===== src/rtl/linebuffer_pkg.sv =====
// linebuffer_pkg: counter width and tap index helpers for the 2D line buffer
package linebuffer_pkg;
  localparam int CNT_MIN_W = 1;
  function automatic int clog2(input int v);
    int r;
    r = 0;
    while ((1 << r) < v) r++;
    return (r < CNT_MIN_W) ? CNT_MIN_W : r;
  endfunction
  function automatic int tap_idx(input int r, input int c, input int cols);
    return r * cols + c;
  endfunction
endpackage


===== src/rtl/lb_row_delay.sv =====
// lb_row_delay: one image row of delay, read-before-write at a shared address
module lb_row_delay import linebuffer_pkg::*; #(
  parameter int WIDTH = 16,
  parameter int DEPTH = 64,
  localparam int AW = clog2(DEPTH)
) (
  input  logic             clk,
  input  logic             wen,
  input  logic [AW-1:0]    addr,
  input  logic [WIDTH-1:0] din,
  output logic [WIDTH-1:0] dout
);
  logic [WIDTH-1:0] r_mem [DEPTH];
  assign dout = r_mem[addr];
  always_ff @(posedge clk)
    if (wen) r_mem[addr] <= din;
endmodule


===== src/rtl/linebuffer_2d.sv =====
// linebuffer_2d: ROWS x COLS stencil window over a row-major pixel stream.
// Defining LB_FRAME_COUNT_EN adds frame_done and restarts counters every IMG_H rows.
module linebuffer_2d import linebuffer_pkg::*; #(
  parameter int WIDTH = 16,
  parameter int IMG_W = 64,
  parameter int ROWS  = 3,
  parameter int COLS  = 3,
  parameter int IMG_H = 64
) (
  input  logic                        clk,
  input  logic                        arst,
  input  logic                        wen,
  input  logic [WIDTH-1:0]            in,
  output logic [ROWS*COLS*WIDTH-1:0]  out,
`ifdef LB_FRAME_COUNT_EN
  output logic                        frame_done,
`endif
  output logic                        valid
);
  localparam int CW = clog2(IMG_W);
  localparam int RW = clog2(ROWS);
  localparam logic [CW-1:0] COL_LAST  = CW'(IMG_W - 1);
  localparam logic [CW-1:0] COL_FIRST = CW'(COLS - 1);
  localparam logic [RW-1:0] ROW_LAST  = RW'(ROWS - 1);
  logic [CW-1:0]    r_col;
  logic [RW-1:0]    r_row;
  logic             w_wrap;
  logic             w_done;
  logic [WIDTH-1:0] w_col [ROWS];
  if (IMG_W < COLS || ROWS < 1 || COLS < 1 || IMG_H < 1) begin : g_bad_cfg
    $error("linebuffer_2d: invalid geometry");
  end
  assign w_wrap = r_col == COL_LAST;
  assign valid = wen && r_row == ROW_LAST && r_col >= COL_FIRST;
  assign w_col[ROWS-1] = in;
`ifdef LB_FRAME_COUNT_EN
  localparam int FW = clog2(IMG_H);
  localparam logic [FW-1:0] FRM_LAST = FW'(IMG_H - 1);
  logic [FW-1:0] r_frm;
  assign w_done = wen && w_wrap && r_frm == FRM_LAST;
  assign frame_done = w_done;
  always_ff @(posedge clk or posedge arst)
    if (arst) r_frm <= '0;
    else if (wen) r_frm <= w_done ? '0 : w_wrap ? r_frm + 1'b1 : r_frm;
`else
  assign w_done = 1'b0;
`endif
  always_ff @(posedge clk or posedge arst)
    if (arst) begin
      r_col <= '0;
      r_row <= '0;
    end else if (wen) begin
      r_col <= (w_wrap || w_done) ? '0 : r_col + 1'b1;
      r_row <= w_done ? '0 : (w_wrap && r_row != ROW_LAST) ? r_row + 1'b1 : r_row;
    end
  // Row r of the live column is the pixel from ROWS-1-r rows ago
  for (genvar r = 0; r < ROWS - 1; r++) begin : g_dly
    lb_row_delay #(.WIDTH(WIDTH), .DEPTH(IMG_W)) u_dly (
      .clk  (clk),
      .wen  (wen),
      .addr (r_col),
      .din  (w_col[r+1]),
      .dout (w_col[r])
    );
  end
  for (genvar r = 0; r < ROWS; r++) begin : g_row
    for (genvar c = 0; c < COLS; c++) begin : g_tap
      localparam int LSB = tap_idx(r, c, COLS) * WIDTH;
      if (c == COLS - 1) begin : g_live
        assign out[LSB +: WIDTH] = w_col[r];
      end else begin : g_reg
        logic [WIDTH-1:0] r_tap;
        always_ff @(posedge clk or posedge arst)
          if (arst) r_tap <= '0;
          else if (wen) r_tap <= out[LSB + WIDTH +: WIDTH];
        assign out[LSB +: WIDTH] = r_tap;
      end
    end
  end
endmodule


===== config.mk =====
export PLATFORM = sky130hd
export DESIGN_NAME = linebuffer_2d
export DESIGN_NICKNAME = d
export VERILOG_FILES = /design/src/rtl/linebuffer_pkg.sv /design/src/rtl/lb_row_delay.sv /design/src/rtl/linebuffer_2d.sv
export SDC_FILE = /design/constraint.sdc
export NUM_CORES = 2
export LEC_CHECK = 0
export CELL_PAD_IN_SITES_DETAIL_PLACEMENT = 1
export CELL_PAD_IN_SITES_GLOBAL_PLACEMENT = 2
export CORE_ASPECT_RATIO = 2
export CORE_MARGIN = 5
export CORE_UTILIZATION = 43
export CTS_CLUSTER_SIZE = 16
export DETAILED_ROUTE_END_ITERATION = 10
export GPL_TIMING_DRIVEN = 0
export PLACE_DENSITY_LB_ADDON = 0.1
export REMOVE_ABC_BUFFERS = 1
export SYNTH_ARGS = -nofsm -noshare
export SYNTH_HDL_FRONTEND = slang
export SYNTH_SLANG_ARGS = --single-unit

===== constraint.sdc =====
create_clock -name clk -period 3.62 [get_ports clk]
set_input_delay 0.543 -clock clk [delete_from_list [all_inputs] [get_ports clk]]
set_output_delay 0.543 -clock clk [all_outputs]
set_load 0.05 [all_outputs]

# Yosys cells after proc, flatten, opt, wreduce, memory -nomap -nowiden
# Memory sizes are Yosys's and may differ from the RTL's.
# Index checks and enable logic that the tools add are counted.
# W data, S select, Z words.
dict set report classes {
  reduce_logical 4
  magnitude_cmp 1
  mux 3
  eq_ne 3
  add_sub_neg 2
}
# op count
set op_table {}
lappend op_table {{$add A6 B1 Y6 const B} 1}
lappend op_table {{$eq A6 B6 Y1 const B} 1}
lappend op_table {{$ge A6 B2 Y1 const B} 1}
lappend op_table {{$mux W6} 1}
lappend op_table {{$logic_and A1 B1 Y1} 3}
lappend op_table {{$add A2 B1 Y2 const B} 1}
lappend op_table {{$eq A2 B2 Y1 const B} 1}
lappend op_table {{$mux W1} 2}
lappend op_table {{$ne A2 B2 Y1 const B} 1}
lappend op_table {{$reduce_and A2 Y1} 1}
dict set report totals {
  in_bits 19
  regBits 104
  mem_bits_rw 2048
  wordCells 23
  memories 2
}
# memory depth width read_ports rd_ports_with_merged_regs write_ports line
set mem_list {}
lappend mem_list {{g_dly[0].u_dly.r_mem} 64 16 1 0 1 lb_row_delay.sv:13} ;# logic [WIDTH-1:0] r_mem [DEPTH];
lappend mem_list {{g_dly[1].u_dly.r_mem} 64 16 1 0 1 lb_row_delay.sv:13}

# Longest topological paths before layout
dict set report depth {
  word_depth 3
  mapped_depth 11
  mapped_depth_nobuf 6
}

# Hierarchy
# Synthesis repeated with hierarchy kept, for this count alone.
dict set report unflattened {
  hier_cells 4755
  hier_area_um2 82400.3
}
# module cells_each n_inst area_per_inst_um2
set by_module_without_submodules {}
lappend by_module_without_submodules {lb_row_delay 2248 2 39160.1}
lappend by_module_without_submodules {linebuffer_2d 259 1 4080.2}

# Worst setup path after synthesis
# OpenSTA, ideal clock, no wires.
dict set report synth_path {
  path_type {register to register}
  startpoint {reg r_col[2]}
  endpoint {reg g_row[1].g_tap[1].g_reg.r_tap[0]}
  path_stages_with_launch 11
  setup_slack_ns -0.663
  t_required_ns 3.479
  period_less_slack_ns 4.283
  setup_time_ns 0.141
  t_arrival_ns 4.142
  path_cell_list {dfrtp_1 buf_4 buf_6 buf_6 buf_2 mux2i_1 o22a_1 a21oi_1 a2111oi_0 nand4_1 mux2_2}
}
dict set report synth_via {
  elab_chain_cells 1
}
# element line
set synth_rtl {}
lappend synth_rtl {{from (decl)} linebuffer_2d.sv:25} ;# logic [CW-1:0] r_col;
lappend synth_rtl {{from (signal assigned)} linebuffer_2d.sv:53} ;# r_col <= (w_wrap || w_done) ? '0 : r_col + 1'b1;
lappend synth_rtl {{$mem_v2 Z64 W16} n/a}
lappend synth_rtl {{named net out[80]} linebuffer_2d.sv:14} ;# output logic [ROWS*COLS*WIDTH-1:0] out,
lappend synth_rtl {{to (signal assigned)} linebuffer_2d.sv:75} ;# else if (wen) r_tap <= out[LSB + WIDTH +: WIDTH];
lappend synth_rtl {{to (decl)} linebuffer_2d.sv:72} ;# logic [WIDTH-1:0] r_tap;
# The timed path passes the listed nets, and every way through them passes these cells.
# A chain may end at the register's enable or synchronous reset.

# Worst setup path in the final report
dict set report layout_path {
  startpoint {reg r_col[2]}
  endpoint {out out[46]}
}
dict set report layout_via {
  elab_chain_cells 1
}
# element line
set layout_rtl {}
lappend layout_rtl {{$mem_v2 Z64 W16} n/a}
lappend layout_rtl {{to (decl)} linebuffer_2d.sv:14}
# Every way passes these cells.

==> results.json <==
{
  "status": "finished with violations",
  "violations": "setup timing",
  "cp.required_ns": 3.08,
  "setup_viol_count_final": 942,
  "period_minus_slack_ns": 4.77,
  "floorplan.die.width_um": 317,
  "avgRoutedWirePerCell_um": 43.7,
  "die_footprint_um2": 198000,
  "finalWirelength_um": 351000,
  "timing.hold.worst.start": "in[2]",
  "worst_setup_path_start_kind": "flip-flop",
  "cts-buffers-inserted": 196,
  "crit-reg2reg-launch": "r_col[2]",
  "tightestPinTransition_ns": 1.08,
  "power.static_leakage_nw": 34.8,
  "tritoncts": "yes",
  "clk_root_buffer_cell": "clkbuf_16",
  "clk_latency_ns": 0.88,
  "routabilityCongestion": 0.774,
  "p_total_mw": 115,
  "design.final.nets": 5400,
  "worstSetupPathType": "reg2out",
  "cp-end-kind": "output pin",
  "cell_types_with_the_largest_area_share_after_synthesis": "edfxtp_1 (76%), a22oi_1 (6.0%), dfrtp_1 (3.2%)",
  "power.density_nw_per_um2": 1090,
  "worst_slack_ns": -1.15,
  "grt_first_pass_wirelength_um": 457000,
  "drv.max_cap_violation_count": 0,
  "finClkSkew_ns": 0.0648,
  "first_iter_violations": 6712,
  "synthDominantAreaCellType": "edfxtp_1",
  "route.detailed.vias_per_inst": 6.67,
  "core_region_um2": 188000,
  "first_global_vias": 53300,
  "globalRoute.totalOverflow": 0,
  "io_buffer_count": 163,
  "final_cells": 8035,
  "start_util": 0.432,
  "synth-main-ff-cell": "edfxtp_1",
  "mappedNetlistArea_um2": 81300,
  "drt.antenna.violating_nets": 0,
  "std_cell_rows": 225,
  "clock_sink_count": 2152,
  "share_of_layout_cells_above_drive_strength_1": 0.293,
  "routed.top_layer": "met5",
  "ys_seq_elements": 2152,
  "synthArstFlopShare": 0.0483,
  "fmaxAchievable_mhz": 210,
  "io_pins": 164,
  "slew_headroom": 0.279,
  "synth-warning-count": 0,
  "crit_fanout": 10,
  "min_period_over_period": 1.32,
  "met2_wirelength_um": 172000,
  "h_tree_levels": 4,
  "hpwlAfterDp_um": 186000,
  "critical_path_launch_point": "r_col[2]",
  "drt_first_pass_iters": 8,
  "antenna_violations_before_repair": 21,
  "place.detailed.instances": 7141,
  "synth.lib_cells_used.distinct": 75,
  "grt_max_degree": 73,
  "vdd.ir_drop.worst_mv": 0.718,
  "synth_seq_area_share": 0.789,
  "final.setup.tns_ns": -123.58,
  "syn_inst": 4591,
  "clk_pin_slew_worst_paths_ns": 0.08,
  "synth_largest_type_area_fraction": 0.757,
  "wl_met1_um": 117000,
  "syn_area_cell_um2": 17.7,
  "place_ws_ns": -4.43,
  "arrival_ns": 4.23,
  "via_count": 53600,
  "area.growth.synth_to_final_pct": 30.1,
  "report.final.hold_viol_count": 0,
  "hold_slack_final_ns": 0.0777,
  "chipHeight_um": 625,
  "wl_met3_um": 27700,
  "hold_crit_class": "in2reg",
  "number_of_enable_flip_flop_cells_after_synthesis": 2048,
  "cts.path.max_buffers": 4,
  "grt_setup_unrepaired": "yes",
  "grt.total_usage": 0.333,
  "drc_errors": 0,
  "timing.final.max_slew_violations": 0
}
==> cells in the final DEF, fill, tap and decap left out, types with 19 or more instances in the layout <==
cell and count:
clkdlybuf4s50_1 113, buf_12 218, a22oi_1 517, a21oi_1 26, a22o_1 45, inv_1 22
buf_4 294, mux2_2 74, nand2_1 19, o22ai_1 166, dfrtp_1 98, clkbuf_16 219
a31oi_1 96, bufbuf_16 29, o22ai_2 38, nand3b_1 36, mux2i_1 219, o22a_1 94
clkinv_1 38, or4_4 38, buf_6 73, buf_16 114, clkinv_2 23, a22oi_2 130
nor2_1 59, nor2_4 80, edfxtp_1 2048, buf_8 39, a221oi_1 54, clkbuf_1 68
==> through the flow <==
step	instance area (um^2)	utilization
3_5_place_dp	90200	0.479
6_report	106000	0.562
5_1_grt	106000	0.562
2_1_floorplan	79600	-
4_1_cts	103000	0.548
3_3_place_gp	84400	0.449
==> power breakdown <==
group          internal [mW]  total (mW)  switching [mW]
Clock                   10.7        20.1            9.32
Sequential              34.7        35.5           0.771
Combinational           23.1        59.2            36.0
==> sequential cells by signal (all words and copies together), names as in the netlist <==
name,flops
g_dly.u_dly.r_mem,2048
g_row.g_tap.g_reg.r_tap,96
r_col,6
r_row,2
==> cell type report <==
| type | count | area (um^2) |
|---|---|---|
| fill | 16600 | 82300 |
| sequential | 2152 | 64100 |
| multi-input combinational | 2075 | 18600 |
| timing repair buffer | 918 | 13800 |
| clock buffer | 277 | 5370 |
| tap | 2497 | 3120 |
| clock inverter | 73 | 489 |
| inverter | 34 | 179 |
| antenna | 8 | 20.0 |
| timing repair inverter | 1 | 7.51 |
==> cell usage after synthesis, types with 14 or more instances <==
| master | instances |
|---|---|
| or3_1 | 19 |
| nand3_1 | 36 |
| o22a_1 | 95 |
| a221oi_1 | 59 |
| buf_4 | 36 |
| a22oi_1 | 647 |
| nor3_1 | 14 |
| a22o_1 | 45 |
| o21ai_0 | 14 |
| o22ai_1 | 205 |
| or4_1 | 41 |
| a21oi_1 | 30 |
| nor2b_1 | 19 |
| dfrtp_1 | 104 |
| nand3b_1 | 32 |
| edfxtp_1 | 2048 |
| mux2i_1 | 221 |
| clkbuf_1 | 181 |
| or3b_2 | 16 |
| mux2_2 | 75 |
| buf_2 | 97 |
| nor2_1 | 138 |
| nand2_1 | 26 |
| o221ai_1 | 20 |
| a31oi_1 | 111 |
| inv_1 | 33 |
| a211oi_1 | 19 |
| o2bb2ai_1 | 15 |
| nor4_1 | 18 |
| buf_1 | 38 |
==> per-layer routing <==
metal | vias up | track usage
met4 | 4 | 0.242
met3 | 1110 | 0.0584
met1 | 28400 | 0.375
met2 | 3362 | 0.571
li1 | 20800 | -
met5 | - | 0
==> timing repair <==
action                                  in CTS  in global routing
setup buffers                              300                144
pin swaps                                  136                166
hold buffers                                 1                  0
hold endpoints to repair                     2                  0
resized for setup                          601                326
endpoints found under the setup margin    2785               1200
cloned                                      94                 23
==> critical path: stages, from the launching register on <==
cell and delay, ns:
dfrtp_4 0.54, buf_12 0.16, buf_16 0.16, nand4b_1 0.17
buf_6 0.16, buf_12 0.12, buf_16 0.12, buf_4 0.11
o22ai_1 0.09, or4_4 0.58, nor4_4 0.28, buf_4 0.19
o211ai_1 0.31, buf_4 0.34
==> cell families after synthesis <==
kind of cell | synth area share
flops | 0.789
compound gates | 0.121
simple gates | 0.0287
buf+inv | 0.0216
mux | 0.0391
xor+xnor | 0.000539
fa+ha+maj | 0.000462
==> path summary, 6_finish.rpt <==
path                                                     to  slack (ns)  depth (start not counted)
min                              g_dly[1].u_dly.r_mem[4][2]        0.08                          1
max                                                 out[46]       -1.15                         13
max reg2reg                      g_dly[0].u_dly.r_mem[7][6]       -0.27                          7
max in group asynchronous                          r_col[3]        2.18                          5
min in group asynchronous  g_row[2].g_tap[0].g_reg.r_tap[9]        0.50                          3
min reg2reg                g_row[1].g_tap[0].g_reg.r_tap[5]        0.51                          1
Power figures use the tool's default switching activity.
